<file path="src/rtl/y86_run_sequencer.sv">
// Y86-64 run controller: load imem, release CPU reset, run to HLT/fault/timeout, check registers; Y86_SEQ_STALL_DET_EN adds PC-stall abort.
// Latency: one byte per cycle in LOAD, RST_HOLD reset cycles, one table entry per cycle in CHECK; ld_ready_o is high only in LOAD.
module y86_run_sequencer #(
    parameter int IMEM_DEPTH  = 256,
    parameter int NUM_CHECKS  = 8,
    parameter int MAX_CYCLES  = 20,
    parameter int RST_HOLD    = 2,
    parameter int CNT_W       = 16,
    parameter int STALL_LIMIT = 8,
    localparam int AW = $clog2(IMEM_DEPTH),
    localparam int IW = $clog2(NUM_CHECKS)
) (
    input  logic             clk_i,
    input  logic             rst_n_i,
    input  logic             start_i,
    input  logic             ld_valid_i,
    input  logic [7:0]       ld_data_i,
    input  logic             ld_last_i,
    output logic             ld_ready_o,
    output logic             imem_we_o,
    output logic [AW-1:0]    imem_addr_o,
    output logic [7:0]       imem_wdata_o,
    input  logic             exp_we_i,
    input  logic [IW-1:0]    exp_idx_i,
    input  logic [3:0]       exp_reg_i,
    input  logic [63:0]      exp_val_i,
    input  logic             exp_en_i,
    output logic             cpu_rst_n_o,
    input  logic [1:0]       cpu_stat_i,
    input  logic [63:0]      cpu_pc_i,
    output logic [3:0]       rf_raddr_o,
    input  logic [63:0]      rf_rdata_i,
    output logic             done_o,
    output logic             pass_o,
    output logic [2:0]       result_code_o,
    output logic [CNT_W-1:0] cycle_count_o,
    output logic [IW-1:0]    fail_idx_o
);

    localparam int HW = (RST_HOLD > 1) ? $clog2(RST_HOLD) : 1;

    localparam logic [1:0] STAT_HLT = 2'b01;
    localparam logic [1:0] STAT_ADR = 2'b10;
    localparam logic [1:0] STAT_INS = 2'b11;

    localparam logic [2:0] RC_PASS     = 3'd0;
    localparam logic [2:0] RC_MISMATCH = 3'd1;
    localparam logic [2:0] RC_ADR      = 3'd2;
    localparam logic [2:0] RC_INS      = 3'd3;
    localparam logic [2:0] RC_TIMEOUT  = 3'd4;
    localparam logic [2:0] RC_OVERFLOW = 3'd5;

    typedef enum logic [2:0] {
        S_IDLE, S_LOAD, S_HOLD, S_RUN, S_SETTLE, S_CHECK, S_DONE
    } state_t;

    state_t           state_q, state_d;
    logic [AW-1:0]    addr_q, addr_d;
    logic [HW-1:0]    hold_q, hold_d;
    logic [CNT_W-1:0] cnt_q, cnt_d;
    logic [IW-1:0]    idx_q, idx_d;
    logic [IW-1:0]    fail_q, fail_d;
    logic [2:0]       code_q, code_d;
    logic             done_q, done_d;
    logic             pass_q, pass_d;
    logic             run_q, run_d;

    logic [3:0]       exp_reg_q [NUM_CHECKS];
    logic [63:0]      exp_val_q [NUM_CHECKS];
    logic             exp_en_q  [NUM_CHECKS];

`ifdef Y86_SEQ_STALL_DET_EN
    localparam logic [2:0] RC_STALL = 3'd6;
    localparam int SW = $clog2(STALL_LIMIT + 1);
    logic [63:0] pc_q, pc_d;
    logic [SW-1:0] stall_q, stall_d;
`else
    logic unused_pc;
    assign unused_pc = ^{cpu_pc_i, STALL_LIMIT[0]};
`endif

    always_comb begin
        state_d      = state_q;
        addr_d       = addr_q;
        hold_d       = hold_q;
        cnt_d        = cnt_q;
        idx_d        = idx_q;
        fail_d       = fail_q;
        code_d       = code_q;
        done_d       = done_q;
        pass_d       = pass_q;
        run_d        = run_q;
        ld_ready_o   = 1'b0;
        imem_we_o    = 1'b0;
        imem_addr_o  = '0;
        imem_wdata_o = '0;
        rf_raddr_o   = '0;
`ifdef Y86_SEQ_STALL_DET_EN
        pc_d         = pc_q;
        stall_d      = stall_q;
`endif
        case (state_q)
            S_IDLE, S_DONE: begin
                if (start_i) begin
                    state_d = S_LOAD;
                    addr_d  = '0;
                    cnt_d   = '0;
                    fail_d  = '0;
                    code_d  = RC_PASS;
                    done_d  = 1'b0;
                    pass_d  = 1'b0;
                    run_d   = 1'b0;
                end
            end
            S_LOAD: begin
                ld_ready_o = 1'b1;
                if (ld_valid_i) begin
                    imem_we_o    = 1'b1;
                    imem_addr_o  = addr_q;
                    imem_wdata_o = ld_data_i;
                    if (ld_last_i) begin
                        state_d = S_HOLD;
                        hold_d  = '0;
                    end else if (addr_q == AW'(IMEM_DEPTH - 1)) begin
                        // Image does not fit: abort with the CPU still in reset.
                        state_d = S_DONE;
                        code_d  = RC_OVERFLOW;
                        done_d  = 1'b1;
                    end else begin
                        addr_d = addr_q + 1'b1;
                    end
                end
            end
            S_HOLD: begin
                if (hold_q == HW'(RST_HOLD - 1)) begin
                    state_d = S_RUN;
                    run_d   = 1'b1;
`ifdef Y86_SEQ_STALL_DET_EN
                    stall_d = '0;
`endif
                end else begin
                    hold_d = hold_q + 1'b1;
                end
            end
            S_RUN: begin
                cnt_d = cnt_q + 1'b1;
`ifdef Y86_SEQ_STALL_DET_EN
                pc_d    = cpu_pc_i;
                stall_d = (stall_q != '0 && cpu_pc_i == pc_q) ? stall_q + 1'b1 : SW'(1);
`endif
                // HLT is tested first so it beats a simultaneous timeout.
                if (cpu_stat_i == STAT_HLT) begin
                    state_d = S_SETTLE;
                end else if (cpu_stat_i == STAT_ADR || cpu_stat_i == STAT_INS) begin
                    state_d = S_DONE;
                    done_d  = 1'b1;
                    code_d  = (cpu_stat_i == STAT_ADR) ? RC_ADR : RC_INS;
`ifdef Y86_SEQ_STALL_DET_EN
                end else if (stall_d == SW'(STALL_LIMIT)) begin
                    state_d = S_DONE;
                    done_d  = 1'b1;
                    code_d  = RC_STALL;
`endif
                end else if (cnt_d == CNT_W'(MAX_CYCLES)) begin
                    state_d = S_DONE;
                    done_d  = 1'b1;
                    code_d  = RC_TIMEOUT;
                end
            end
            S_SETTLE: begin
                state_d = S_CHECK;
                idx_d   = '0;
            end
            S_CHECK: begin
                rf_raddr_o = exp_reg_q[idx_q];
                if (exp_en_q[idx_q] && rf_rdata_i != exp_val_q[idx_q]) begin
                    state_d = S_DONE;
                    done_d  = 1'b1;
                    code_d  = RC_MISMATCH;
                    fail_d  = idx_q;
                end else if (idx_q == IW'(NUM_CHECKS - 1)) begin
                    state_d = S_DONE;
                    done_d  = 1'b1;
                    pass_d  = 1'b1;
                    code_d  = RC_PASS;
                end else begin
                    idx_d = idx_q + 1'b1;
                end
            end
            default: state_d = S_IDLE;
        endcase
    end

    always_ff @(posedge clk_i or negedge rst_n_i) begin
        if (!rst_n_i) begin
            state_q <= S_IDLE;
            addr_q  <= '0;
            hold_q  <= '0;
            cnt_q   <= '0;
            idx_q   <= '0;
            fail_q  <= '0;
            code_q  <= '0;
            done_q  <= 1'b0;
            pass_q  <= 1'b0;
            run_q   <= 1'b0;
`ifdef Y86_SEQ_STALL_DET_EN
            pc_q    <= '0;
            stall_q <= '0;
`endif
        end else begin
            state_q <= state_d;
            addr_q  <= addr_d;
            hold_q  <= hold_d;
            cnt_q   <= cnt_d;
            idx_q   <= idx_d;
            fail_q  <= fail_d;
            code_q  <= code_d;
            done_q  <= done_d;
            pass_q  <= pass_d;
            run_q   <= run_d;
`ifdef Y86_SEQ_STALL_DET_EN
            pc_q    <= pc_d;
            stall_q <= stall_d;
`endif
        end
    end

    always_ff @(posedge clk_i or negedge rst_n_i) begin
        if (!rst_n_i) begin
            for (int i = 0; i < NUM_CHECKS; i++) begin
                exp_reg_q[i] <= '0;
                exp_val_q[i] <= '0;
                exp_en_q[i]  <= 1'b0;
            end
        end else if (exp_we_i && (state_q == S_IDLE || state_q == S_DONE)) begin
            exp_reg_q[exp_idx_i] <= exp_reg_i;
            exp_val_q[exp_idx_i] <= exp_val_i;
            exp_en_q[exp_idx_i]  <= exp_en_i;
        end
    end

    assign cpu_rst_n_o   = run_q;
    assign done_o        = done_q;
    assign pass_o        = pass_q;
    assign result_code_o = code_q;
    assign cycle_count_o = cnt_q;
    assign fail_idx_o    = fail_q;

endmodule

</file>
<file path="config.mk">
export PLATFORM = sky130hd
export DESIGN_NAME = y86_run_sequencer
export DESIGN_NICKNAME = d
export VERILOG_FILES = /design/src/rtl/y86_run_sequencer.sv
export SDC_FILE = /design/constraint.sdc
export NUM_CORES = 1
export LEC_CHECK = 0
export ABC_AREA = 1
export BUFFER_PORTS_ARGS = -buffer_cell sky130_fd_sc_hd__buf_2
export CAP_MARGIN = 20
export CORE_UTILIZATION = 37
export CTS_CLUSTER_SIZE = 16
export DETAILED_ROUTE_END_ITERATION = 16
export SETUP_SLACK_MARGIN = 0.4
export SLEW_MARGIN = 20
export SYNTH_ARGS = -nofsm -noshare
export SYNTH_HDL_FRONTEND = slang
export SYNTH_SLANG_ARGS = --single-unit
</file>
<file path="constraint.sdc">
create_clock -name clk_i -period 2.75 [get_ports clk_i]
set_input_delay 0.55 -clock clk_i [delete_from_list [all_inputs] [get_ports clk_i]]
set_output_delay 0.55 -clock clk_i [all_outputs]
set_load 0.01 [all_outputs]
</file>
==> results.py, run 1 <==
metrics = {
    "routing": {
        "wirelength_um": 93100,
        "initialDrtViolationCount": 2075,
        "dr.pass1.iters": 6,
        "drc": 0,
        "wire_per_inst_um": 17.6,
        "vias": 26000,
        "avgViaCountPerCell": 4.93,
        "antenna_left": 0,
    },
    "clocking": {
        "clk_pin_slew_ps": 60,
        "clk_latency_ps": 630,
        "cts.sinks": 592,
        "htreeDepth": 3,
        "cts_tree": "yes",
        "cts_root_buf": "clkbuf_16",
        "cts_buffer_depth": 3,
        "cts_made_buffers": 72,
    },
    "logic_synthesis": {
        "yosysWarnings": 0,
        "netlist.area_leader.share_pct": 50.6,
        "yosys.area.top_type": "dfrtp_1",
        "syn_inst": 3956,
        "synth_seq_cells": 592,
        "synth_cell_type_count": 33,
        "yosysSeqAreaShare_pct": 50.6,
        "synth_top_cells_by_area": "dfrtp_1 51%, nand2_1 19%, o21ai_0 10%",
        "syn-num-nets": 4178,
        "synthesis.area_sq_um": 29300,
        "avgSynthCellArea_sq_um": 7.41,
    },
    "timing": {
        "hold_ws_ps": 230,
        "setup_violations": 0,
        "final_hold_viol_count": 0,
        "fin_crit_sh_pct": 99.7,
        "period_minus_slack_ps": 2740,
        "finalMaxSlewViolations": 0,
        "max_freq_mhz": 365,
        "skew_ps": 20.3,
        "setup_tns_ps": 0,
        "setup_slack_ps": 8.72,
        "worstMarginPinSlew_ps": 730,
        "rsz0062_at_grt": "true",
        "relSlewSlack_pct": 51.4,
    },
    "cells_and_area": {
        "design_area_sq_um": 36200,
        "final_cell_mix": "1,454 x nand2_1, 589 x dfrtp_1, 572 x o21ai_0",
        "layout_commonest_cell": "nand2_1",
        "syn2layout_area_growth_pct": 23.5,
        "utilization_pct": 46.5,
        "layout.cells.non_filler": 5279,
        "fin_nets": 4409,
        "drive_gt1_share_pct": 15.5,
    },
    "global_routing": {
        "grt_max_degree": 139,
        "grt_pass1_vias": 24400,
        "grt_pass1_wl_um": 142000,
        "antenna_found_initial": 5,
        "gr-usage-all-layers_pct": 22.5,
        "overflow": 0,
    },
    "hold_path": {
        "hp-class": "input pin to flop",
        "min_delay_path_depth": 3,
    },
    "die": {
        "initial_core_util_pct": 37.6,
        "die_x_um": 283,
        "io_pins": 263,
        "die-area_sq_um": 80300,
        "core.rowCount": 102,
        "die_y_um": 283,
        "core_sq_um": 77800,
    },
    "status": {
        "status": "finished, final reports clean",
    },
    "placed_design": {
        "dp_slack_ps": -112,
        "gp_congestion": 0.813,
        "dpl.cell_count": 5085,
        "dp_hpwl_um": 52900,
        "port_buffers": 198,
        "place_area_sq_um": 32000,
    },
    "worst_setup_path": {
        "crit_fanout": 7,
        "cp-start-kind": "flop",
        "end_kind": "output port",
        "critPathKind": "flop to output port",
        "critPathArrivalTime_ps": 2190,
        "r2r_cells": 18,
        "cp.required_ps": 2200,
    },
    "power": {
        "finalPower_mw": 37.7,
        "power_density_nw_per_um2": 1040,
        "peakVddDrop_mv": 0.502,
        "p_leak_nw": 18.5,
    },
    "job": {
        "maxCapViolations": 0,
    },
}
==> per-layer routing <==
layer	share of wire (%)	global-route usage, %
met2	47	36.9
met4	2.7	6.62
met5	0.014	0
met3	5.4	3.14
met1	45	30.8
==> worst max-delay path: stages (launching register included) <==
cell and delay [ps]:
dfrtp_4 520, inv_8 70, buf_12 140, buf_6 110, buf_12 130, o21ai_0 210
o22ai_2 100, nand3_2 100, nand2_2 60, buf_6 120
==> path summary, 6_finish.rpt <==
path / startpoint / endpoint / slack (ps)
worst max-delay path: idx_q[0] / rf_raddr_o[2] / 9
worst min-delay path: cpu_stat_i[1] / result_code_o[1] / 230
worst max register to register: idx_q[0] / result_code_o[0] / 9
worst min register to register: exp_val_q[306] / exp_val_q[306] / 480
max in group asynchronous: rst_n_i / exp_val_q[111] / 1350
min in group asynchronous: rst_n_i / exp_val_q[463] / 480
==> where the power goes <==
part,leakage [nW],switching [mW],internal (mW)
logic,9.79,8.03,5.83
clock network,1.15,3.83,5.58
registers,7.53,1.96,12.5
total,18.5,13.8,23.9
==> area by class of cell <==
type	instances	area (sq um)
Clock buffer	101	2090
Antenna cell	4	10.0
Sequential cell	592	14800
Clock inverter	21	235
Multi-Input combinational cell	2727	12400
Timing Repair Buffer	390	3780
Tap cell	1040	1300
Fill cell	7771	41700
Inverter	404	1540
==> state kept, by name, summed over array words and instances, names as in the netlist <==
| signal | count |
|---|---|
| cycle_count_o | 16 |
| result_code_o | 3 |
| exp_reg_q | 32 |
| exp_val_q | 512 |
| pass_o | 1 |
| idx_q | 3 |
| hold_q | 1 |
| fail_idx_o | 3 |
| exp_en_q | 8 |
| state_q | 3 |
| done_o | 1 |
| addr_q | 8 |
| cpu_rst_n_o | 1 |
==> cells in the mapped netlist, drive strengths merged <==
| cell | n |
|---|---|
| a32o | 1 |
| a22o | 1 |
| buf | 95 |
| xnor2 | 1 |
| nand3b | 43 |
| nand2 | 1520 |
| ha | 6 |
| inv | 404 |
| nand3 | 342 |
| nor3 | 6 |
| o31ai | 3 |
| a211oi | 1 |
| o21ai | 596 |
| o22ai | 13 |
| a31oi | 2 |
| clkbuf | 138 |
| nand4 | 13 |
| a21oi | 12 |
| o2111ai | 1 |
| dfrtp | 592 |
| nor2 | 155 |
| xor2 | 11 |
==> cells by family after synthesis <==
family          share of synthesized area, %
simple gates                            28.9
xor+xnor                               0.359
compound gates                          10.9
fa+ha+maj                              0.256
buf+inv                                 9.02
flops                                   50.6
==> repair_timing <==
action	CTS	global route
endpoints found under the hold margin	33	0
hold buffers	1	0
endpoints found under the setup margin	35	57
gates cloned	12	9
setup buffers	34	12
pin swaps	33	54
resized for setup	111	143
(Power assumes the default switching activity.)
==> run 2, diff against run 1 <==
CORE_ASPECT_RATIO = 1.25   (was not set)
GPL_TIMING_DRIVEN = 0   (was not set)
REMOVE_ABC_BUFFERS = 1   (was not set)
==> run 2 against run 1 <==
  * The run now ends with setup timing left
  * Sequential cell count unchanged
  * Sequential share of layout area down 0.55 points
  * Clock skew up 3.6 ps
  * Wire length up 4.4%
  * Non-clock buffer count up 18
  * Highest routed layer unchanged
  * Largest cell class unchanged
  * Cell area up 1.4%
  * Maximum frequency down 3.7%
  * Sequential power about the same
==> results.py, run 2 (synthesis results as in run 1) <==
metrics = {
    "status": {
        "status": "complete, but fails checks",
        "violations": "setup timing",
    },
    "global_routing": {
        "grt_pass1_wl_um": 144000,
        "grt_use_met1_pct": 30.2,
        "top_usage_layer": "met2",
        "grt_max_degree": 93,
        "grt_use_met3_pct": 2.89,
        "grt_pass1_vias": 24700,
        "grt.met2_usage_pct": 40.0,
        "antenna_found_initial": 8,
        "overflow": 0,
        "gr-usage-all-layers_pct": 23.3,
    },
    "routing": {
        "wire_per_inst_um": 18.3,
        "drc": 0,
        "avgViaCountPerCell": 4.98,
        "initialDrtViolationCount": 1985,
        "dr.pass1.iters": 6,
        "wirelength_um": 97200,
        "antenna_left": 0,
        "vias": 26400,
    },
    "cells_and_area": {
        "fin_nets": 4429,
        "syn2layout_area_growth_pct": 25.2,
        "drive_gt1_share_pct": 15.3,
        "largest_reg_flops": 512,
        "fillers": 7873,
        "design_area_sq_um": 36700,
        "multi_input_area_sq_um": 12400,
        "final_cell_mix": "1,483 x nand2_1, 588 x dfrtp_1, 574 x o21ai_0",
        "layout.cells.non_filler": 5307,
        "utilization_pct": 46.7,
        "layout_commonest_cell": "nand2_1",
        "largest-register": "exp_val_q",
        "seq_area_sq_um": 14800,
    },
    "clocking": {
        "clk_latency_ps": 610,
        "clk_pin_slew_ps": 60,
        "cts_made_buffers": 66,
        "htreeDepth": 3,
        "cts_buffer_depth": 3,
        "cts_tree": "yes",
        "cts_root_buf": "clkbuf_16",
        "cts.sinks": 592,
    },
    "timing": {
        "setup_slack_ps": -96.5,
        "hold_ws_ps": 226,
        "setup_tns_ps": -598,
        "setup_violations": 16,
        "period_minus_slack_ps": 2850,
        "final_hold_viol_count": 0,
        "finalMaxSlewViolations": 0,
        "rsz0062_at_grt": "true",
        "max_freq_mhz": 351,
        "worstMarginPinSlew_ps": 685,
        "skew_ps": 23.8,
        "fin_crit_sh_pct": 104,
        "relSlewSlack_pct": 53.8,
    },
    "power": {
        "p_leak_nw": 18.6,
        "power_density_nw_per_um2": 1020,
        "peakVddDrop_mv": 0.417,
        "finalPower_mw": 37.2,
    },
    "worst_setup_path": {
        "crit_fanout": 7,
        "critPathArrivalTime_ps": 2300,
        "cp.required_ps": 2200,
        "cp-start-kind": "flop",
        "critPathKind": "flop to output port",
        "end_kind": "output port",
    },
    "placed_design": {
        "dpl.cell_count": 5073,
        "dp_hpwl_um": 54000,
        "dp_slack_ps": -1700,
        "port_buffers": 198,
        "place_area_sq_um": 32000,
        "gp_congestion": 0.747,
    },
    "die": {
        "core.rowCount": 115,
        "initial_core_util_pct": 37.3,
        "die-area_sq_um": 80300,
        "die_x_um": 254,
        "die_y_um": 317,
        "core_sq_um": 78600,
        "io_pins": 263,
    },
    "hold_path": {
        "hp-class": "input pin to flop",
    },
    "job": {
        "maxCapViolations": 0,
    },
}
-- run 2: metal layers --
| layer | up-vias | share of wire [%] |
|---|---|---|
| met2 | 654 | 50 |
| met4 | 4 | 2.8 |
| li1 | 13000 | - |
| met1 | 12600 | 43 |
| met3 | 149 | 4.6 |
| met5 | - | 0.027 |
-- run 2: final timing paths --
path | from | endpoint | slack (ps) | depth (start not counted)
max in group asynchronous | rst_n_i | exp_val_q[96] | 730 | 6
min in group asynchronous | rst_n_i | exp_val_q[5] | 510 | 3
setup / recovery | idx_q[0] | rf_raddr_o[2] | -100 | 10
hold / removal | cpu_stat_i[1] | result_code_o[1] | 230 | 3
setup reg to reg | idx_q[0] | state_q[2] | -50 | 21
hold reg to reg | done_o | done_o | 470 | 2
-- run 2: critical path, stage by stage, from the launching register on --
cell and delay (ps):
dfrtp_4 500, buf_16 160, buf_16 160, clkinv_16 90, buf_12 140, buf_16 150, nor2_2 40, o22ai_1 140
nand2_1 60, nand2_1 90, buf_2 130
-- run 2: cell type report --
| class | instances | area share, % |
|---|---|---|
| timing repair buffer | 408 | 11.8 |
| clock inverter | 12 | 0.321 |
| antenna | 3 | 0.0205 |
| sequential | 592 | 40.4 |
| multi-input combinational | 2727 | 33.9 |
| tap | 1053 | 3.59 |
| inverter | 404 | 4.34 |
| clock buffer | 100 | 5.24 |
| timing repair inverter | 8 | 0.334 |
-- run 2: report_power, final --
part | total (mW) | switching [mW] | internal (mW)
Clock | 8.61 | 3.62 | 5.00
Combinational | 14.3 | 8.23 | 6.04
Sequential | 14.4 | 1.91 | 12.4
Total | 37.2 | 13.8 | 23.5
-- run 2: what timing repair did --
item / CTS / global route
buffers inserted: 47 / 22
gates cloned: 28 / 20
resized for setup: 118 / 140
pin swaps: 41 / 52
hold buffers: 2 / 0
endpoints found under the hold margin: 27 / 0
endpoints found under the setup margin: 551 / 164
